File: src/rtl/reg_writeback_pkg.sv
// Shared widths, constants and helpers for the register-file write-back front end.
package reg_writeback_pkg;

  localparam int unsigned DATA_W_DEF = 32;
  localparam int unsigned ADDR_W_DEF = 5;
  localparam int unsigned DEPTH_DEF  = 4;
  localparam int unsigned NUM_REGS   = 32;

  localparam logic [ADDR_W_DEF-1:0] REG_ZERO = '0;

  function automatic int unsigned clog2(input int unsigned v);
    int unsigned r;
    r = 0;
    while ((64'd1 << r) < 64'(v)) r++;
    return r;
  endfunction

endpackage

File: src/rtl/reg_writeback_if.sv
// ALU, LSU and register-file write-port signals of the write-back block.
interface reg_writeback_if
  import reg_writeback_pkg::*;
#(
  parameter int unsigned DATA_W = DATA_W_DEF,
  parameter int unsigned ADDR_W = ADDR_W_DEF,
  parameter int unsigned CNT_W  = 3
);

  logic                alu_valid;
  logic [ADDR_W-1:0]   alu_addr;
  logic [DATA_W-1:0]   alu_data;
  logic                lsu_valid;
  logic                lsu_ready;
  logic [ADDR_W-1:0]   lsu_addr;
  logic [DATA_W-1:0]   lsu_data;
  logic                rf_we;
  logic [ADDR_W-1:0]   rf_waddr;
  logic [DATA_W-1:0]   rf_wdata;
  logic [NUM_REGS-1:0] pend_mask;
  logic [CNT_W-1:0]    q_count;

  modport master (
    output alu_valid, alu_addr, alu_data, lsu_valid, lsu_addr, lsu_data,
    input  lsu_ready, rf_we, rf_waddr, rf_wdata, pend_mask, q_count
  );

  modport slave (
    input  alu_valid, alu_addr, alu_data, lsu_valid, lsu_addr, lsu_data,
    output lsu_ready, rf_we, rf_waddr, rf_wdata, pend_mask, q_count
  );

endinterface

File: src/rtl/reg_writeback_wb_fifo.sv
// In-order LSU write queue: circular buffer with per-entry live bit, address kill
// and a registered one-hot OR of live destination registers.
module reg_writeback_wb_fifo
  import reg_writeback_pkg::*;
#(
  parameter int unsigned DATA_W = DATA_W_DEF,
  parameter int unsigned ADDR_W = ADDR_W_DEF,
  parameter int unsigned DEPTH  = DEPTH_DEF
) (
  input  logic                     clk,
  input  logic                     rst_n,
  input  logic                     push,
  input  logic                     push_kill,
  input  logic [ADDR_W-1:0]        push_addr,
  input  logic [DATA_W-1:0]        push_data,
  input  logic                     pop,
  input  logic                     kill_en,
  input  logic [ADDR_W-1:0]        kill_addr,
  output logic                     empty,
  output logic                     head_live,
  output logic [ADDR_W-1:0]        head_addr,
  output logic [DATA_W-1:0]        head_data,
  output logic                     ready,
  output logic [clog2(DEPTH):0]    count,
  output logic [NUM_REGS-1:0]      live_mask
);

  localparam int unsigned PTR_W = clog2(DEPTH);
  localparam int unsigned CNT_W = PTR_W + 1;

  logic [DEPTH-1:0]  valid_q, valid_n;
  logic [ADDR_W-1:0] addr_q [DEPTH];
  logic [ADDR_W-1:0] addr_n [DEPTH];
  logic [DATA_W-1:0] data_q [DEPTH];
  logic [DATA_W-1:0] data_n [DEPTH];
  logic [PTR_W-1:0]  head_q, head_n, tail_q, tail_n;
  logic [CNT_W-1:0]  count_n;
  logic [NUM_REGS-1:0] mask_n;
  logic              ready_n;

  assign empty     = (count == '0);
  assign head_live = valid_q[head_q];
  assign head_addr = addr_q[head_q];
  assign head_data = data_q[head_q];

  // Next queue state; kill and pop never coincide because the ALU owns the port.
  always_comb begin
    valid_n = valid_q;
    addr_n  = addr_q;
    data_n  = data_q;
    head_n  = head_q;
    tail_n  = tail_q;
    mask_n  = '0;
    if (kill_en) begin
      for (int i = 0; i < int'(DEPTH); i++) begin
        if (valid_q[i] && (addr_q[i] == kill_addr)) valid_n[i] = 1'b0;
      end
    end
    if (pop) begin
      valid_n[head_q] = 1'b0;
      head_n          = PTR_W'(head_q + 1'b1);
    end
    if (push) begin
      valid_n[tail_q] = ~push_kill;
      addr_n[tail_q]  = push_addr;
      data_n[tail_q]  = push_data;
      tail_n          = PTR_W'(tail_q + 1'b1);
    end
    count_n = CNT_W'(count + CNT_W'(push) - CNT_W'(pop));
    ready_n = (count_n < CNT_W'(DEPTH));
    for (int i = 0; i < int'(DEPTH); i++) begin
      if (valid_n[i]) mask_n[addr_n[i]] = 1'b1;
    end
    mask_n[0] = 1'b0;
  end

  always_ff @(posedge clk or negedge rst_n) begin
    if (!rst_n) begin
      valid_q   <= '0;
      addr_q    <= '{default: '0};
      data_q    <= '{default: '0};
      head_q    <= '0;
      tail_q    <= '0;
      count     <= '0;
      ready     <= 1'b0;
      live_mask <= '0;
    end else begin
      valid_q   <= valid_n;
      addr_q    <= addr_n;
      data_q    <= data_n;
      head_q    <= head_n;
      tail_q    <= tail_n;
      count     <= count_n;
      ready     <= ready_n;
      live_mask <= mask_n;
    end
  end

endmodule

File: src/rtl/reg_writeback.sv
// Merges ALU and LSU retiring writes onto the single register-file write port;
// ALU has priority and squashes older queued writes to the same register.
module reg_writeback
  import reg_writeback_pkg::*;
#(
  parameter int unsigned DATA_W = DATA_W_DEF,
  parameter int unsigned ADDR_W = ADDR_W_DEF,
  parameter int unsigned DEPTH  = DEPTH_DEF
) (
  input logic           clk,
  input logic           rst_n,
  reg_writeback_if.slave wb
);

  logic              alu_req, push, push_kill, pop;
  logic              fifo_empty, head_live;
  logic [ADDR_W-1:0] head_addr;
  logic [DATA_W-1:0] head_data;
  logic              we_n;
  logic [ADDR_W-1:0] waddr_n;
  logic [DATA_W-1:0] wdata_n;

  // Writes to r0 neither occupy the port nor enter the queue.
  assign alu_req   = wb.alu_valid && (wb.alu_addr != REG_ZERO);
  assign push      = wb.lsu_valid && wb.lsu_ready && (wb.lsu_addr != REG_ZERO);
  assign push_kill = alu_req && (wb.lsu_addr == wb.alu_addr);
  assign pop       = !alu_req && !fifo_empty;

  reg_writeback_wb_fifo #(
    .DATA_W(DATA_W),
    .ADDR_W(ADDR_W),
    .DEPTH (DEPTH)
  ) u_fifo (
    .clk      (clk),
    .rst_n    (rst_n),
    .push     (push),
    .push_kill(push_kill),
    .push_addr(wb.lsu_addr),
    .push_data(wb.lsu_data),
    .pop      (pop),
    .kill_en  (alu_req),
    .kill_addr(wb.alu_addr),
    .empty    (fifo_empty),
    .head_live(head_live),
    .head_addr(head_addr),
    .head_data(head_data),
    .ready    (wb.lsu_ready),
    .count    (wb.q_count),
    .live_mask(wb.pend_mask)
  );

  // Port arbitration; a killed head frees its slot without a write.
  always_comb begin
    we_n    = 1'b0;
    waddr_n = wb.rf_waddr;
    wdata_n = wb.rf_wdata;
    if (alu_req) begin
      we_n    = 1'b1;
      waddr_n = wb.alu_addr;
      wdata_n = wb.alu_data;
    end else if (pop) begin
      we_n = head_live;
      if (head_live) begin
        waddr_n = head_addr;
        wdata_n = head_data;
      end
    end
  end

  always_ff @(posedge clk or negedge rst_n) begin
    if (!rst_n) begin
      wb.rf_we    <= 1'b0;
      wb.rf_waddr <= '0;
      wb.rf_wdata <= '0;
    end else begin
      wb.rf_we    <= we_n;
      wb.rf_waddr <= waddr_n;
      wb.rf_wdata <= wdata_n;
    end
  end

endmodule

File: src/flat_wrapper.sv
// flat-port wrapper written by rule: the top's interface ports become plain ports
module reg_writeback_flat import reg_writeback_pkg::*;
#(
  parameter int unsigned DATA_W = DATA_W_DEF,
  parameter int unsigned ADDR_W = ADDR_W_DEF,
  parameter int unsigned DEPTH  = DEPTH_DEF
)
  (clk, rst_n, wb_alu_valid, wb_alu_addr, wb_alu_data, wb_lsu_valid, wb_lsu_addr, wb_lsu_data, wb_lsu_ready, wb_rf_we, wb_rf_waddr, wb_rf_wdata, wb_pend_mask, wb_q_count);
  reg_writeback_if #(.DATA_W(DATA_W), .ADDR_W(ADDR_W), .CNT_W(3)) wb_i ();
  input logic clk;
  input logic rst_n;
  input wire logic [$bits(wb_i.alu_valid)-1:0] wb_alu_valid;
  input wire logic [$bits(wb_i.alu_addr)-1:0] wb_alu_addr;
  input wire logic [$bits(wb_i.alu_data)-1:0] wb_alu_data;
  input wire logic [$bits(wb_i.lsu_valid)-1:0] wb_lsu_valid;
  input wire logic [$bits(wb_i.lsu_addr)-1:0] wb_lsu_addr;
  input wire logic [$bits(wb_i.lsu_data)-1:0] wb_lsu_data;
  output wire logic [$bits(wb_i.lsu_ready)-1:0] wb_lsu_ready;
  output wire logic [$bits(wb_i.rf_we)-1:0] wb_rf_we;
  output wire logic [$bits(wb_i.rf_waddr)-1:0] wb_rf_waddr;
  output wire logic [$bits(wb_i.rf_wdata)-1:0] wb_rf_wdata;
  output wire logic [$bits(wb_i.pend_mask)-1:0] wb_pend_mask;
  output wire logic [$bits(wb_i.q_count)-1:0] wb_q_count;
  assign wb_i.alu_valid = wb_alu_valid;
  assign wb_i.alu_addr = wb_alu_addr;
  assign wb_i.alu_data = wb_alu_data;
  assign wb_i.lsu_valid = wb_lsu_valid;
  assign wb_i.lsu_addr = wb_lsu_addr;
  assign wb_i.lsu_data = wb_lsu_data;
  assign wb_lsu_ready = wb_i.lsu_ready;
  assign wb_rf_we = wb_i.rf_we;
  assign wb_rf_waddr = wb_i.rf_waddr;
  assign wb_rf_wdata = wb_i.rf_wdata;
  assign wb_pend_mask = wb_i.pend_mask;
  assign wb_q_count = wb_i.q_count;
  reg_writeback #(.DATA_W(DATA_W), .ADDR_W(ADDR_W), .DEPTH(DEPTH)) u_core (.clk(clk), .rst_n(rst_n), .wb(wb_i));
endmodule
File: config.mk
export PLATFORM = sky130hd
export DESIGN_NAME = reg_writeback_flat
export DESIGN_NICKNAME = d
export VERILOG_FILES = /design/src/rtl/reg_writeback_pkg.sv /design/src/rtl/reg_writeback_if.sv /design/src/rtl/reg_writeback_wb_fifo.sv /design/src/rtl/reg_writeback.sv /design/src/flat_wrapper.sv
export SDC_FILE = /design/constraint.sdc
export NUM_CORES = 1
export LEC_CHECK = 0
export CAP_MARGIN = 30
export CORE_UTILIZATION = 60
export CTS_CLUSTER_DIAMETER = 30
export DETAILED_ROUTE_END_ITERATION = 10
export PLACE_DENSITY = 0.95
export SLEW_MARGIN = 15
export SYNTH_ARGS = -nofsm -noshare
export SYNTH_HDL_FRONTEND = slang
export SYNTH_HIERARCHICAL = 1
export SYNTH_SLANG_ARGS = --single-unit
File: constraint.sdc
create_clock -name clk -period 4.05 [get_ports clk]
set_input_delay 1.0125 -clock clk [delete_from_list [all_inputs] [get_ports clk]]
set_output_delay 1.0125 -clock clk [all_outputs]
set_load 0.1 [all_outputs]
==> impl_metrics.env <==
export IMPL_dp_cells=1294
export IMPL_path_buf_inv=3
export IMPL_power_frac_seq_pct=27.1
export IMPL_clkSinkCount=229
export IMPL_instances_no_fill=1381
export IMPL_switchingPower_w=0.006672
export IMPL_setup_viol=0
export IMPL_dieArea_um2=19860
export IMPL_wl_um=34210
export IMPL_start_kind="input port"
export IMPL_die_h_um=140.9
export IMPL_worstPathArrival_ns=4.08
export IMPL_numCtsBuffers=45
export IMPL_regArea_um2=5733
export IMPL_p_comb_share_pct=48.0
export IMPL_path_delay_family="compound AO/OA/AOI/OAI gates"
export IMPL_core_area_um2=18830
export IMPL_synthAdderAreaFrac_pct=1.254
export IMPL_num_io_pins=152
export IMPL_synth_top_family_by_area="multiplexers"
export IMPL_p_clk_share_pct=24.9
export IMPL_grt_use_total_pct=35.71
export IMPL_clock_path_buffers=3
export IMPL_synth_area_leaders="dfrtp_1 (49%), mux2_2 (19%), mux4_2 (7.4%)"
export IMPL_remaining_drc_errors=0
export IMPL_wl_per_cell_um=24.77
export IMPL_relSlewSlack_pct=32.93
export IMPL_finalCritPeriodShare_pct=89.92
export IMPL_synth_mux_area_share_pct=29.28
export IMPL_via_per_inst=6.385
export IMPL_path_cells="clkdlybuf4s50_1, or4_4, o21ai_4, nor4_1, buf_4, nand3b_1, and3_1, buf_4, a211oi_2, a22oi_1, o211ai_1"
export IMPL_final_layout_size_suffix_gt1_share_pct=37.35
export IMPL_synth_compound_area_share_pct=6.225
export IMPL_vias=8818
export IMPL_hold_viol=0
export IMPL_fin_area_um2=15330
export IMPL_synth_area_per_cell_um2=13.37
export IMPL_fin_worst_skew_ns=0.02653
export IMPL_synth_top_cell_by_area="dfrtp_1"
export IMPL_wl_met3_um=3320
export IMPL_power_density_nw_per_um2=1020
export IMPL_cp_max_fo=8
export IMPL_htree_levels=2
export IMPL_worstMarginPinSlew_ns=1.003
export IMPL_max_freq_mhz=274.6
export IMPL_grt_max_degree=81
export IMPL_holdWs_ns=0.4505
export IMPL_synth_cell_type_count=63
export IMPL_wl_met1_um=12310
export IMPL_p_int_w=0.008955
export IMPL_ir_drop_uv=823.2
export IMPL_grt_pass1_wl_um=53580
export IMPL_ys_seq_area_share_pct=49.50
export IMPL_cpMostUsedCell="buf_4"
export IMPL_ctsResizeCount=0
export IMPL_gp_congestion=0.9747
export IMPL_maxCapViolCount=0
export IMPL_cts_hold_buf=0
export IMPL_synth_edf_count=0
export IMPL_antenna_found_initial=2
export IMPL_swShare_pct=42.70
export IMPL_r2r_slack_ns=1.19
export IMPL_final_common_cell="dfrtp_1"
export IMPL_final_nets=1171
export IMPL_fillers=941
export IMPL_maxSlewViolCount=0
export IMPL_multi_input_comb_area_um2=5515
export IMPL_fp_row_count=50
export IMPL_cts_setup_buffers=0
export IMPL_met2_length_um=17230
export IMPL_grt_pass1_vias=9605
export IMPL_slowest_stage="a211oi_2"
export IMPL_dieWidth_um=140.9
export IMPL_p_total_w=0.01563
export IMPL_ys_flop_type="dfrtp_1"
export IMPL_crit_type="in -> reg"
export IMPL_cp_end_kind="register"
export IMPL_syn_nets=955
export IMPL_dr_pass1_iters=11
export IMPL_post_route_util_pct=81.40
export IMPL_cts_root_buf="clkbuf_16"
export IMPL_ant_nets=0
export IMPL_required_ns=4.49
export IMPL_cts_tree="yes"
export IMPL_syn2layout_area_growth_pct=32.39
export IMPL_synthesis_area_um2=11580
export IMPL_critPathMaxStageDelay_ns=0.66
export IMPL_gr_total_overflow=0
export IMPL_hp_class="in -> async"
export IMPL_final_cell_mix="dfrtp_1 (227), mux2_2 (200), clkdlybuf4s50_1 (149)"
export IMPL_status="finished, final reports clean"
export IMPL_path_clk_slew_ns=0.04
export IMPL_clk_insertion_delay_late_ns=0.54
export IMPL_synth_top_area_share_pct=49.50
export IMPL_dpl_cell_area_um2=13690
export IMPL_post_synth_and_or_nand_nor_area_fraction_pct=8.624
export IMPL_ys_ff_latch=229
export IMPL_drt_iter0_drc=1079
export IMPL_period_needed_ns=3.642
export IMPL_p_leak_nw=6.608
export IMPL_synth_xor_area_share_pct=2.194
export IMPL_rsz0062_at_grt="no"
export IMPL_async_flop_share_pct=100.0
export IMPL_top_layer="met4"
export IMPL_hpwl_um=20810
export IMPL_yosys_warnings=6
export IMPL_start_util_pct=61.48
export IMPL_port_buffers=150
export IMPL_synthCells=866
-- area by class of cell --
class	instances	share of cell area, %
clock inverters	27	2.253
flip-flops and latches	229	37.40
diodes	2	0.03265
inverters	26	0.6367
well taps	260	2.122
multi-input cells	568	35.98
clock buffers	57	8.245
repair buffers	212	13.32
-- registers in the layout, summed over array words and instances (netlist names) --
register / flops
u_core/u_fifo/valid_q: 4
u_core/wb.rf_wdata: 32
u_core/u_fifo/addr_q: 20
u_core/u_fifo/ready: 1
u_core/u_fifo/head_q: 2
u_core/u_fifo/live_mask: 31
u_core/u_fifo/count: 3
u_core/wb.rf_we: 1
u_core/u_fifo/data_q: 128
u_core/wb.rf_waddr: 5
u_core/u_fifo/tail_q: 2
-- power groups by stage --
stage	combinational [W]	sequential [W]	clock, W
after floorplan	0.00342	0.00587	0
after global placement	0.00700	0.00405	0
after detailed placement	0.00722	0.00415	0
after CTS	0.00740	0.00420	0.00392
after global routing	0.00777	0.00432	0.00405
final	0.00750	0.00423	0.00390
-- Yosys cell counts (all sizes together) (7+ instances only) --
| cell | n |
|---|---|
| ha | 10 |
| mux4 | 38 |
| nor3 | 15 |
| nand2 | 24 |
| mux2 | 200 |
| xor2 | 16 |
| o211ai | 13 |
| mux2i | 22 |
| nand2b | 9 |
| clkbuf | 9 |
| buf | 34 |
| a31oi | 9 |
| nand3 | 36 |
| a22oi | 25 |
| a211oi | 8 |
| nor2 | 26 |
| o21ai | 12 |
| and3 | 8 |
| dfrtp | 229 |
| xnor2 | 13 |
| nor2b | 13 |
| nand4 | 9 |
| inv | 26 |
| or3 | 7 |
-- path summary, 6_finish.rpt --
| kind | from | to | depth (start not counted) |
|---|---|---|---|
| worst max-delay path | wb_alu_addr[1] | u_core/u_fifo/live_mask[17] | 11 |
| worst min-delay path | rst_n | u_core/u_fifo/live_mask[16] | 1 |
| worst max register to register | u_core/u_fifo/head_q[1] | u_core/u_fifo/live_mask[17] | 8 |
| worst min register to register | u_core/u_fifo/data_q[107] | u_core/u_fifo/data_q[107] | 1 |
| max in group asynchronous | rst_n | u_core/u_fifo/data_q[75] | 2 |
| min in group clk | u_core/u_fifo/data_q[107] | u_core/u_fifo/data_q[107] | 1 |
-- layer usage --
layer	vias up	track usage, %
met2	643	60.36
li1	3672	-
met5	-	0
met1	4362	43.09
met4	0	16.59
met3	141	9.205
-- cell families after synthesis --
kind of cell,count (synthesis)
mux,260
flops,229
simple gates,173
compound gates,94
buf+inv,69
xor+xnor,29
fa+ha+maj,11
other cells,1
-- through the flow --
stage / setup TNS [ns] / setup slack (ns)
after floorplan: 0 / 0.5015
after detailed placement: -0.03007 / -0.01211
after global placement: 0 / 0.1493
after CTS: 0 / 0.4804
final: 0 / 0.4082
after global routing: 0 / 0.3417
No activity file was read; power rests on OpenSTA's default activity.
